[config.mk]
export PLATFORM = sky130hd
export DESIGN_NAME = ldst_bus_unit
export DESIGN_NICKNAME = d
export VERILOG_FILES = /design/src/rtl/ldst_bus_unit.sv
export SDC_FILE = /design/constraint.sdc
export NUM_CORES = 1
export LEC_CHECK = 0
export CORE_MARGIN = 8
export CORE_UTILIZATION = 42
export CTS_CLUSTER_SIZE = 24
export DETAILED_ROUTE_END_ITERATION = 10
export MAX_ROUTING_LAYER = met4
export PLACE_DENSITY = 0.81
export SYNTH_ARGS = -nofsm -noshare
export SYNTH_HDL_FRONTEND = slang
export SYNTH_SLANG_ARGS = --single-unit
[constraint.sdc]
create_clock -name clk -period 2.3 [get_ports clk]
set_input_delay 0.23 -clock clk [delete_from_list [all_inputs] [get_ports clk]]
set_output_delay 0.23 -clock clk [all_outputs]
set_load 0.01 [all_outputs]
[src/rtl/ldst_bus_unit.sv]
// ldst_bus_unit: single-outstanding load/store unit driving an Avalon-style data port
module ldst_bus_unit #(
  parameter int DATA_W       = 32,
  parameter int ADDR_W       = 32,
  parameter int READ_LATENCY = 0
) (
  input  logic                clk,
  input  logic                reset,
  input  logic                i_req_valid,
  output logic                o_req_ready,
  input  logic                i_req_wr,
  input  logic [1:0]          i_req_size,
  input  logic                i_req_unsigned,
  input  logic [ADDR_W-1:0]   i_req_addr,
  input  logic [DATA_W-1:0]   i_req_wrdata,
  output logic                o_resp_valid,
  output logic [DATA_W-1:0]   o_resp_rddata,
  output logic                o_resp_err,
  output logic                o_busy,
  output logic [ADDR_W-1:0]   o_ldst_addr,
  output logic                o_ldst_rd,
  output logic                o_ldst_wr,
  output logic [DATA_W-1:0]   o_ldst_wrdata,
  output logic [DATA_W/8-1:0] o_ldst_byte_en,
  input  logic [DATA_W-1:0]   i_ldst_rddata,
  input  logic                i_ldst_waitrequest
);
  localparam int NB = DATA_W / 8;
  localparam int OW = $clog2(NB);
  localparam int IW = $clog2(DATA_W);
  typedef enum logic [1:0] {IDLE, BUS, RDWAIT, ERR} state_t;
  state_t state, state_nx;
  logic [OW-1:0] off, off_q;
  logic [1:0] size_q;
  logic uns_q, bad, accept, bus_done, resp_fire, sext;
  logic [7:0] top;
  logic [DATA_W-1:0] shifted, mask, loaded;
  always_ff @(posedge clk)
    state <= reset ? IDLE : state_nx;
  always_comb begin
    off       = i_req_addr[OW-1:0];
    bad       = ((DATA_W == 32) && i_req_size == 2'd3) ||
                ((i_req_addr[2:0] & ((3'd1 << i_req_size) - 3'd1)) != 3'd0);
    accept    = i_req_valid && state == IDLE;
    bus_done  = state == BUS && !i_ldst_waitrequest;
    resp_fire = (bus_done && (o_ldst_wr || READ_LATENCY == 0)) || state == RDWAIT || state == ERR;
    state_nx  = state == IDLE ? (accept ? (bad ? ERR : BUS) : IDLE) :
                state == BUS  ? (i_ldst_waitrequest ? BUS :
                                 (!o_ldst_wr && READ_LATENCY != 0) ? RDWAIT : IDLE) :
                IDLE;
  end
  always_comb begin
    o_req_ready = state == IDLE;
    o_busy      = state != IDLE;
  end
  always_comb begin
    shifted = i_ldst_rddata >> {off_q, 3'b000};
    mask    = ~({DATA_W{1'b1}} << (7'd8 << size_q));
    top     = (8'd8 << size_q) - 8'd1;
    sext    = !uns_q && size_q != 2'(OW) && shifted[top[IW-1:0]];
    loaded  = sext ? (shifted | ~mask) : (shifted & mask);
  end
  always_ff @(posedge clk) begin
    if (reset) begin
      o_ldst_addr    <= '0;
      o_ldst_rd      <= 1'b0;
      o_ldst_wr      <= 1'b0;
      o_ldst_wrdata  <= '0;
      o_ldst_byte_en <= '0;
      o_resp_valid   <= 1'b0;
      o_resp_err     <= 1'b0;
      o_resp_rddata  <= '0;
      size_q         <= '0;
      uns_q          <= 1'b0;
      off_q          <= '0;
    end else begin
      o_resp_valid  <= resp_fire;
      o_resp_err    <= state == ERR;
      o_resp_rddata <= (resp_fire && state != ERR && !o_ldst_wr) ? loaded : '0;
      if (accept && !bad) begin
        o_ldst_addr    <= {i_req_addr[ADDR_W-1:OW], {OW{1'b0}}};
        o_ldst_rd      <= !i_req_wr;
        o_ldst_wr      <= i_req_wr;
        o_ldst_wrdata  <= i_req_wrdata << {off, 3'b000};
        o_ldst_byte_en <= NB'((16'd1 << (5'd1 << i_req_size)) - 16'd1) << off;
        size_q         <= i_req_size;
        uns_q          <= i_req_unsigned;
        off_q          <= off;
      end else if (bus_done) begin
        o_ldst_rd <= 1'b0;
        o_ldst_wr <= 1'b0;
      end
    end
  end
endmodule

==> summary by stage, run 1 <==
Detailed routing
The mean number of vias per cell is 5.29. The first routing iteration left 395 violations. Before antenna repair, the detailed router went through 5 iterations. In the final routed layout, each cell accounts on average for roughly 17 um. The final antenna-violating net count is 0. For this run, design rule violations remaining after detail routing come to 0. For this block, the routed nets add up to 15700 um of wire. The detailed router placed approximately 4700 vias in this run.

Setup path
At the worst endpoint, the arrival time is 2.44 ns. The type of destination of the critical path is a flop. The number of cells on the worst reg-to-reg path is 5. The sort of element at the start of the critical path is a primary input.

The critical path goes through clkdlybuf4s50_1 > buf_4 > nand2b_1 > ha_1 > nor2b_1 > or3_2 > buf_12 > or3_1 > a21oi_1. The largest driver fanout on the critical path is 31. The origin of the critical flop-to-flop path is state[1].

The master of the slowest instance on the critical path is clkdlybuf4s50_1. For this run, the slowest stage of the critical path takes 0.48 ns. The number of buffers and inverters on the critical path is 3. The worst setup slack for register-to-register paths is between 0.2 and 0.25 ns. Data on the critical path is required at its endpoint by 2.60 ns. The kind of critical path is in -> reg. The gate family responsible for the most delay along the worst path is simple AND/OR/NAND/NOR gates.

The worst flop-to-flop path endpoint is o_ldst_wrdata[14].

Synthesis
dfxtp_1 takes more of the synthesized area than any other cell. Of the post-synthesis cell area, the dominant cell type holds 0.469. For this run, the leading register cell type out of synthesis is dfxtp_1. The total standard cell area after synthesis is between 4000 and 5000 um2. The most used standard cell by instance count after synthesis is nand2_1. The total of flip-flops plus latches after synthesis is between 100 and 150. The yosys synthesis warning count is 0. The number of different library cells in the post-synthesis netlist is 39.

After synthesis, the cell types taking the most area are dfxtp_1 (47%), nand2_1 (8.9%), a21oi_1 (8.0%), mux2i_1 (8.0%), a211oi_1 (3.6%). In this run, synthesis inferred 0 flip-flops with an integrated enable. The mean post-synth cell area is between 8 and 9 um2. After synthesis, the share of flip-flops with an asynchronous set or reset is 0. The share of synthesized area occupied by flip-flops and latches is 0.469. The post-synthesis instance total is 550. Counting instances in the post-synthesis netlist gives the leading cell types as nand2_1 (110), dfxtp_1 (109), a21oi_1 (74).

Cells and area
The area growth from synthesis to final layout is 53.4%. The filler cell count in the final layout is around 910. The final design instance area without fill is between 7000 and 8000 um2.

The final net count is 857. Of the cells placed in the final design, the portion with a size suffix greater than 1 is 0.0769. For this run, the number of standard cells in the final layout without fillers is about 900.

The utilization after layout is 0.658.

Floorplanning
The number of placement rows is 38. The number of placed I/O pins is 210. The initial core utilization is 0.429. The placeable core region is between 10000 and 15000 um2. The die covers roughly 15000 um2. The width of the die is roughly 120 um.

Measured along the y axis, the die boundary spans roughly 120 um.

Min path
The worst hold path terminates at size_q[1]. The path class of the tightest hold or removal check is in -> reg. The worst hold path begins at i_req_size[1]. The depth of the worst hold-timing path is 4.

CTS
TritonCTS created 9 clock buffers. The H-tree was split into 3 levels. The total clock sinks is roughly 110. TritonCTS built the clock tree.

The buffer cell driving the clock tree root is clkbuf_8. For the worst-skew pair, the clock arrives at the later sink with an insertion delay of between 0.3 and 0.4 ns. The clock transition time at the flip-flop clock pins of the worst setup and hold paths is about 0.1 ns. The post-CTS setup buffer count is 0. The buffer levels on the longest clock path is 2.

Timing
The number of slew-limit violations in the final report is 0. Clock skew on the completed layout was measured at ~0.012 ns. The final sum of negative setup slack is 0 ns. The final number of hold-violating endpoints came to 0.

For the finished layout, the period the worst path requires is ~2.1 ns. The maximum frequency from static timing analysis is 466 MHz. For the pin with the worst max-slew slack, the measured transition is between 0.7 and 0.8 ns.

Setup repair after global routing left no endpoint under its margin. The total setup violations reported at the end of the flow is 0. The relative max-transition margin is 0.468.

Once routing completed, OpenROAD measured the worst setup slack at about 0.15 ns. The share of the clock period used by the worst path is 0.933.

Global routing
The pin count of the biggest net entering global routing is ~80. The first-pass GRT wire length is 24200 um. The via count of the first global-routing pass is 4867.

The number of antenna violations at the first check in global routing was 3. The sum of overflow across all layers after global routing is 0. Across every metal layer, demand over resource in global routing totals 0.209.

Placement
The global placer's final weighted congestion is about 0.85. The total placed cells including tap cells is around 880. The HPWL reported at the end of detailed placement is approximately 12000 um. The count of input and output buffers is 207. The pre-CTS worst setup slack is -0.298 ns. Summing all placed instances gives a cell area of roughly 6900 um2.

Run
Max-cap violations in this run came to 0.

Power
Dividing total power by cell area gives a power density of about 560 nW/um2. The leakage component of the power is approximately 2.6 nW. The worst-case vdd ir drop is between 0.2 and 0.3 mV.

Run status
The flow ran to the end, and the final reports show no timing, DRC or antenna violations.
## kinds of logic (layout without fill, tap and decap cells)
family / after synthesis / after routing / share of synthesized area
simple gates: 208 / 208 / 0.203
compound gates: 131 / 131 / 0.167
flops: 109 / 109 / 0.469
buf+inv: 51 / 254 / 0.0476
mux: 46 / 46 / 0.102
fa+ha+maj: 4 / 4 / 0.0105
other cells: 1 / 5 / 0.000807
## report_power, final
part           switching [W]  total [W]  leakage [nW]  internal (W)
clock network       0.000644    0.00117        0.0992      0.000528
registers          0.0000416    0.00201         0.885       0.00197
logic               0.000388   0.000839          1.59      0.000451
## layer usage
metal | routed length [um] | vias up | GRT usage | share of wire
li1 | - | 2283 | - | -
met1 | 6360 | 2220 | 0.232 | 0.41
met2 | 7500 | 204 | 0.339 | 0.48
met3 | 1290 | 36 | 0.0558 | 0.083
met4 | 519 | 0 | 0.107 | 0.033
met5 | 0 | - | - | 0
## placed cells by master (no fill, tap or decap), types with 2 or more instances in the layout
master,Yosys,layout
clkdlybuf4s50_1,0,205
nand2_1,110,110
dfxtp_1,109,109
a21oi_1,74,74
mux2i_1,37,37
nor2_1,34,34
buf_4,2,26
a211oi_1,22,22
nor2b_1,12,12
or3_1,12,11
nor3_1,11,11
clkbuf_8,0,10
o22ai_1,9,9
o211ai_1,9,9
o21ai_0,8,8
mux2_2,8,8
nand3_1,8,8
o2bb2ai_1,7,7
and2_1,7,7
inv_1,4,4
diode_2,0,3
nand2b_1,3,3
ha_1,3,3
or2_2,2,2
conb_1,1,2
clkinv_2,0,2
buf_12,0,2
## worst min-delay path, delay by kind of cell
kind                   cells  cell delay [ns]
buffers and inverters      2             0.33
and+or+nand+nor            1             0.07
AOI/OAI and AO/OA          1             0.06
## stage by stage
| stage | power, W | hold WS, ns |
|---|---|---|
| final | 0.00402 | 0.357 |
| after global routing | 0.00419 | 0.364 |
| after detailed placement | 0.00289 | 0.446 |
| after global placement | 0.00287 | 0.440 |
| after floorplan | 0.00241 | 0.347 |
| after CTS | 0.00404 | 0.388 |
## what timing repair did
action / 4_1_cts / 5_1_grt
endpoints found under the setup margin: 0 / 2
gates resized for setup: 0 / 1
hold buffers: 0 / 0
## registers in the layout, summed over array words and instances, names as in the netlist
name and count:
o_ldst_wrdata 32, o_resp_rddata 32, o_ldst_addr 30, o_ldst_byte_en 4, off_q 2, size_q 2
state 2, o_ldst_rd 1, o_ldst_wr 1, o_resp_err 1, o_resp_valid 1, uns_q 1
## final cells by class
class | count | area [um2] | share of cell area
clock inverters | 4 | 48.8 | 0.00684
inverters | 4 | 15.0 | 0.00211
flip-flops and latches | 109 | 2180 | 0.306
well taps | 140 | 175 | 0.0246
repair buffers | 235 | 2300 | 0.323
multi-input cells | 391 | 2260 | 0.316
diodes | 3 | 7.51 | 0.00105
clock buffers | 11 | 141 | 0.0198
## how the worst max path moves through the flow
stage	cells past startpoint	endpoint	startpoint	slack, ns
2_1_floorplan	9	off_q[0]	i_req_size[1]	0.36
3_3_place_gp	8	o_ldst_wrdata[11]	i_req_size[1]	-0.23
5_1_grt	9	o_ldst_wrdata[14]	i_req_size[0]	0.06
3_5_place_dp	8	o_ldst_wrdata[14]	i_req_size[1]	-0.30
4_1_cts	8	o_ldst_wrdata[14]	i_req_size[1]	0.09
6_report	9	o_ldst_wrdata[14]	i_req_size[0]	0.15
No activity file was read; power rests on OpenSTA's default activity.
==> run 2, diff against run 1 <==
- CORE_ASPECT_RATIO: not set -> 0.9
- CORE_UTILIZATION: 42 -> 30
- PLACE_DENSITY: 0.81 -> not set
==> run 2 against run 1 <==
  * Sequential share of layout area shrank 0.95 points
  * Register-to-register slack improved by 0.02 ns
  * Clock skew down 0.0039 ns
  * Critical endpoint is now o_ldst_wrdata[11]
  * Non-clock buffer count shrank 2
  * Clock power up 41%
  * Combinational power rose by 1%
  * Via count down 4.7%
  * Sequential power about the same
  * Final area up 3.2%
  * Critical path depth down 1
==> summary by stage, run 2 (same netlist as run 1, synthesis figures left out) <==
Run status
The run finished with clean final reports.

Setup path
STA puts the critical path data required time at around 2.6 ns. The kind of critical path is in -> reg. The gate family responsible for the most delay along the worst path is simple AND/OR/NAND/NOR gates. The worst setup path is launched from a primary input. The slowest stage of the critical path belongs to the cell clkdlybuf4s50_1. For the worst setup path, the data arrival time is around 2.4 ns. STA classifies the critical path endpoint as a flop. The origin of the worst setup path is i_req_size[1]. The worst flop-to-flop path endpoint is o_ldst_wrdata[11]. The number of cells on the worst reg-to-reg path is 5. The critical path goes through clkdlybuf4s50_1 > or2_2 > ha_1 > nor2b_1 > or3_4 > buf_12 > or3_1 > a21oi_2. The critical path contains buffers and inverters numbering 2 combined. The largest stage delay on the critical path is about 0.44 ns. The startpoint identified for the worst register-to-register timing path is state[1]. The largest driver fanout on the critical path is 16. The timing endpoint of the critical path is o_ldst_wrdata[11]. The worst setup slack for register-to-register paths is roughly 0.25 ns.

The logic depth of the worst path, buffers included is 8.

Detailed routing
Summed over all layers, the routed wires come to 16400 um. The final antenna-violating net count is 0. The average wire per cell in the routed design is 17.1 um. The number of remaining DRC errors is 0. The first-pass detailed-route iteration total is 4. Summing over every cut layer, the via total after detailed routing is 4518.

The detailed router finished its first iteration with 262 violations. Using the TritonRoute via totals, the vias-per-cell ratio works out to 4.73.

Power
Dividing total power by cell area gives a power density of 612 nW/um2. Summed over all cells, the static leakage comes to approximately 2.6 nW. Across the VDD grid, the largest voltage drop is 0.395 mV. The total power after layout is between 0.004 and 0.005 W.

Global routing
The via count of the first global-routing pass is about 4600. Global routing finished with a remaining overflow of 0. The pin count of the biggest net entering global routing is between 70 and 80. The number of antenna violations at the first check in global routing is 1. The first-pass GRT wire length is 25900 um. The total global-route track usage is 0.167.

CTS
Clock latency on the worst-skew pair, taken at its later pin, is 0.36 ns. TritonCTS created 9 clock buffers. The post-CTS setup buffer count is 0. The number of H-tree branching levels is 3.

Counting every sink on the clock net gives roughly 110. The TritonCTS clock tree is done. Buffers inserted to repair hold after CTS numbered 0. The longest clock path from root to sink contains 2 buffers. The clock transition time at the flip-flop clock pins of the worst setup and hold paths is around 0.07 ns. Clock tree synthesis selected as its root buffer the cell clkbuf_16.

Timing
Setup repair after global routing left no endpoint under its margin. The tightest hold path in the finished design has a slack of around 0.42 ns. The maximum frequency from static timing analysis is about 470 MHz.

The final number of hold-violating endpoints was 0. At the pin with the least slew margin, the transition time is slightly above 0.8 ns. The share of the clock period used by the worst path is 0.924. Headroom to the max-slew limit came out at 0.446. The largest clock skew in the final design is approximately 0.0077 ns. The clock period could shrink to 2.13 ns. The number of slew-limit violations in the final report is 0. Setup violations remaining at the end of the flow were counted as 0.

Floorplanning
The die is 134 um tall. During I/O placement, the number of pins put on the boundary was 210. The die covers approximately 20000 um2. The placeable core region is 15300 um2.

The initial utilization of the core area, before any placement, comes to 0.304. The number of placement rows is 43. In this run the horizontal extent of the chip is approximately 150 um.

Cells and area
The filler cell count in the final layout is ~1500. The most common library cell in the layout ignoring fill and taps is clkdlybuf4s50_1. The final design instance area without fill is between 7000 and 8000 um2.

Relative to the synthesized area, the layout overhead comes to 58.3%. The largest registers in the layout are o_ldst_wrdata x32, o_resp_rddata x32, o_ldst_addr x30. Of the cells placed in the final design, the portion with a size suffix greater than 1 is 0.0784. The net count of the finished layout is 855. The library cells used most frequently in the layout, excluding fill and tap cells, are clkdlybuf4s50_1 (206), nand2_1 (110), dfxtp_1 (109).

Run
The max-cap check violation count is 0.

Min path
The path category of the worst min-delay check is in -> reg.

Placement
During placement, the flow inserted port buffers numbering about 210. Routability-driven placement finished with a final weighted congestion of around 0.86. The placed standard-cell area is 7010 um2. The HPWL reported at the end of detailed placement is between 10000 and 15000 um.
-- run 2: changes by cell type in the layout (fill, tap and decap cells not counted), sizes merged --
cell / delta
diode: -2
clkdlybuf4s50: +1
inv: +3
clkbuf: -1
dlymetal6s2s: -1
buf: -3
-- run 2: cell type report --
cell class / instances / area (um2) / share of cell area
timing repair buffer: 233 / 2330 / 0.317
inverter: 4 / 15.0 / 0.00204
sequential: 109 / 2180 / 0.296
antenna: 1 / 2.50 / 0.000340
tap: 202 / 253 / 0.0343
clock inverter: 7 / 88.8 / 0.0121
multi-input combinational: 391 / 2260 / 0.308
clock buffer: 9 / 225 / 0.0306
-- run 2: worst min path at each step --
stage,start,end,slack [ns],depth (start not counted)
3_3_place_gp,o_ldst_wrdata[10],o_ldst_wrdata[10],0.44,2
6_report,i_req_addr[26],o_ldst_addr[26],0.42,3
2_1_floorplan,i_ldst_rddata[24],o_resp_rddata[24],0.35,1
4_1_cts,i_req_addr[30],o_ldst_addr[30],0.40,3
3_5_place_dp,o_ldst_wrdata[10],o_ldst_wrdata[10],0.45,2
5_1_grt,i_req_unsigned,uns_q,0.42,3
-- run 2: power by group --
group | internal [W] | total (W) | switching (W)
Sequential | 0.00197 | 0.00201 | 0.0000422
Clock | 0.000871 | 0.00165 | 0.000775
Combinational | 0.000458 | 0.000851 | 0.000393
Total | 0.00330 | 0.00451 | 0.00121
-- run 2: layer usage --
layer / global-route usage / share of wire
met5: - / 0
met4: 0.0549 / 0.013
met3: 0.0441 / 0.065
met2: 0.264 / 0.47
met1: 0.205 / 0.45
-- run 2: repair_timing --
item                                   CTS  global route
setup endpoints to repair                0             1
endpoints found under the hold margin    0             0
gates resized for setup                  0             2
-- run 2: worst reg2reg max path, delay by kind of cell (launching register included) --
| family | cells | cell delay [ns] |
|---|---|---|
| compound gates | 1 | 0.15 |
| buf+inv | 1 | 0.17 |
| flops | 1 | 0.38 |
| simple gates | 3 | 1.28 |
-- run 2: through the flow --
step | utilization | cells | setup slack (ns) | TNS [ns]
floorplan | - | 551 | 0.357 | 0
global placement | 0.459 | 938 | -0.214 | -5.61
detailed placement | 0.459 | 938 | -0.271 | -9.11
CTS | 0.479 | 954 | 0.0929 | 0
global route | 0.482 | 956 | 0.101 | 0
finish | 0.482 | 956 | 0.174 | 0
==> run 3, diff against run 2 <==
- ABC_CLOCK_PERIOD_IN_PS: not set -> 2300
==> results of run 3 <==
The final DEF is identical to that of run 2; final timing and power are the same.
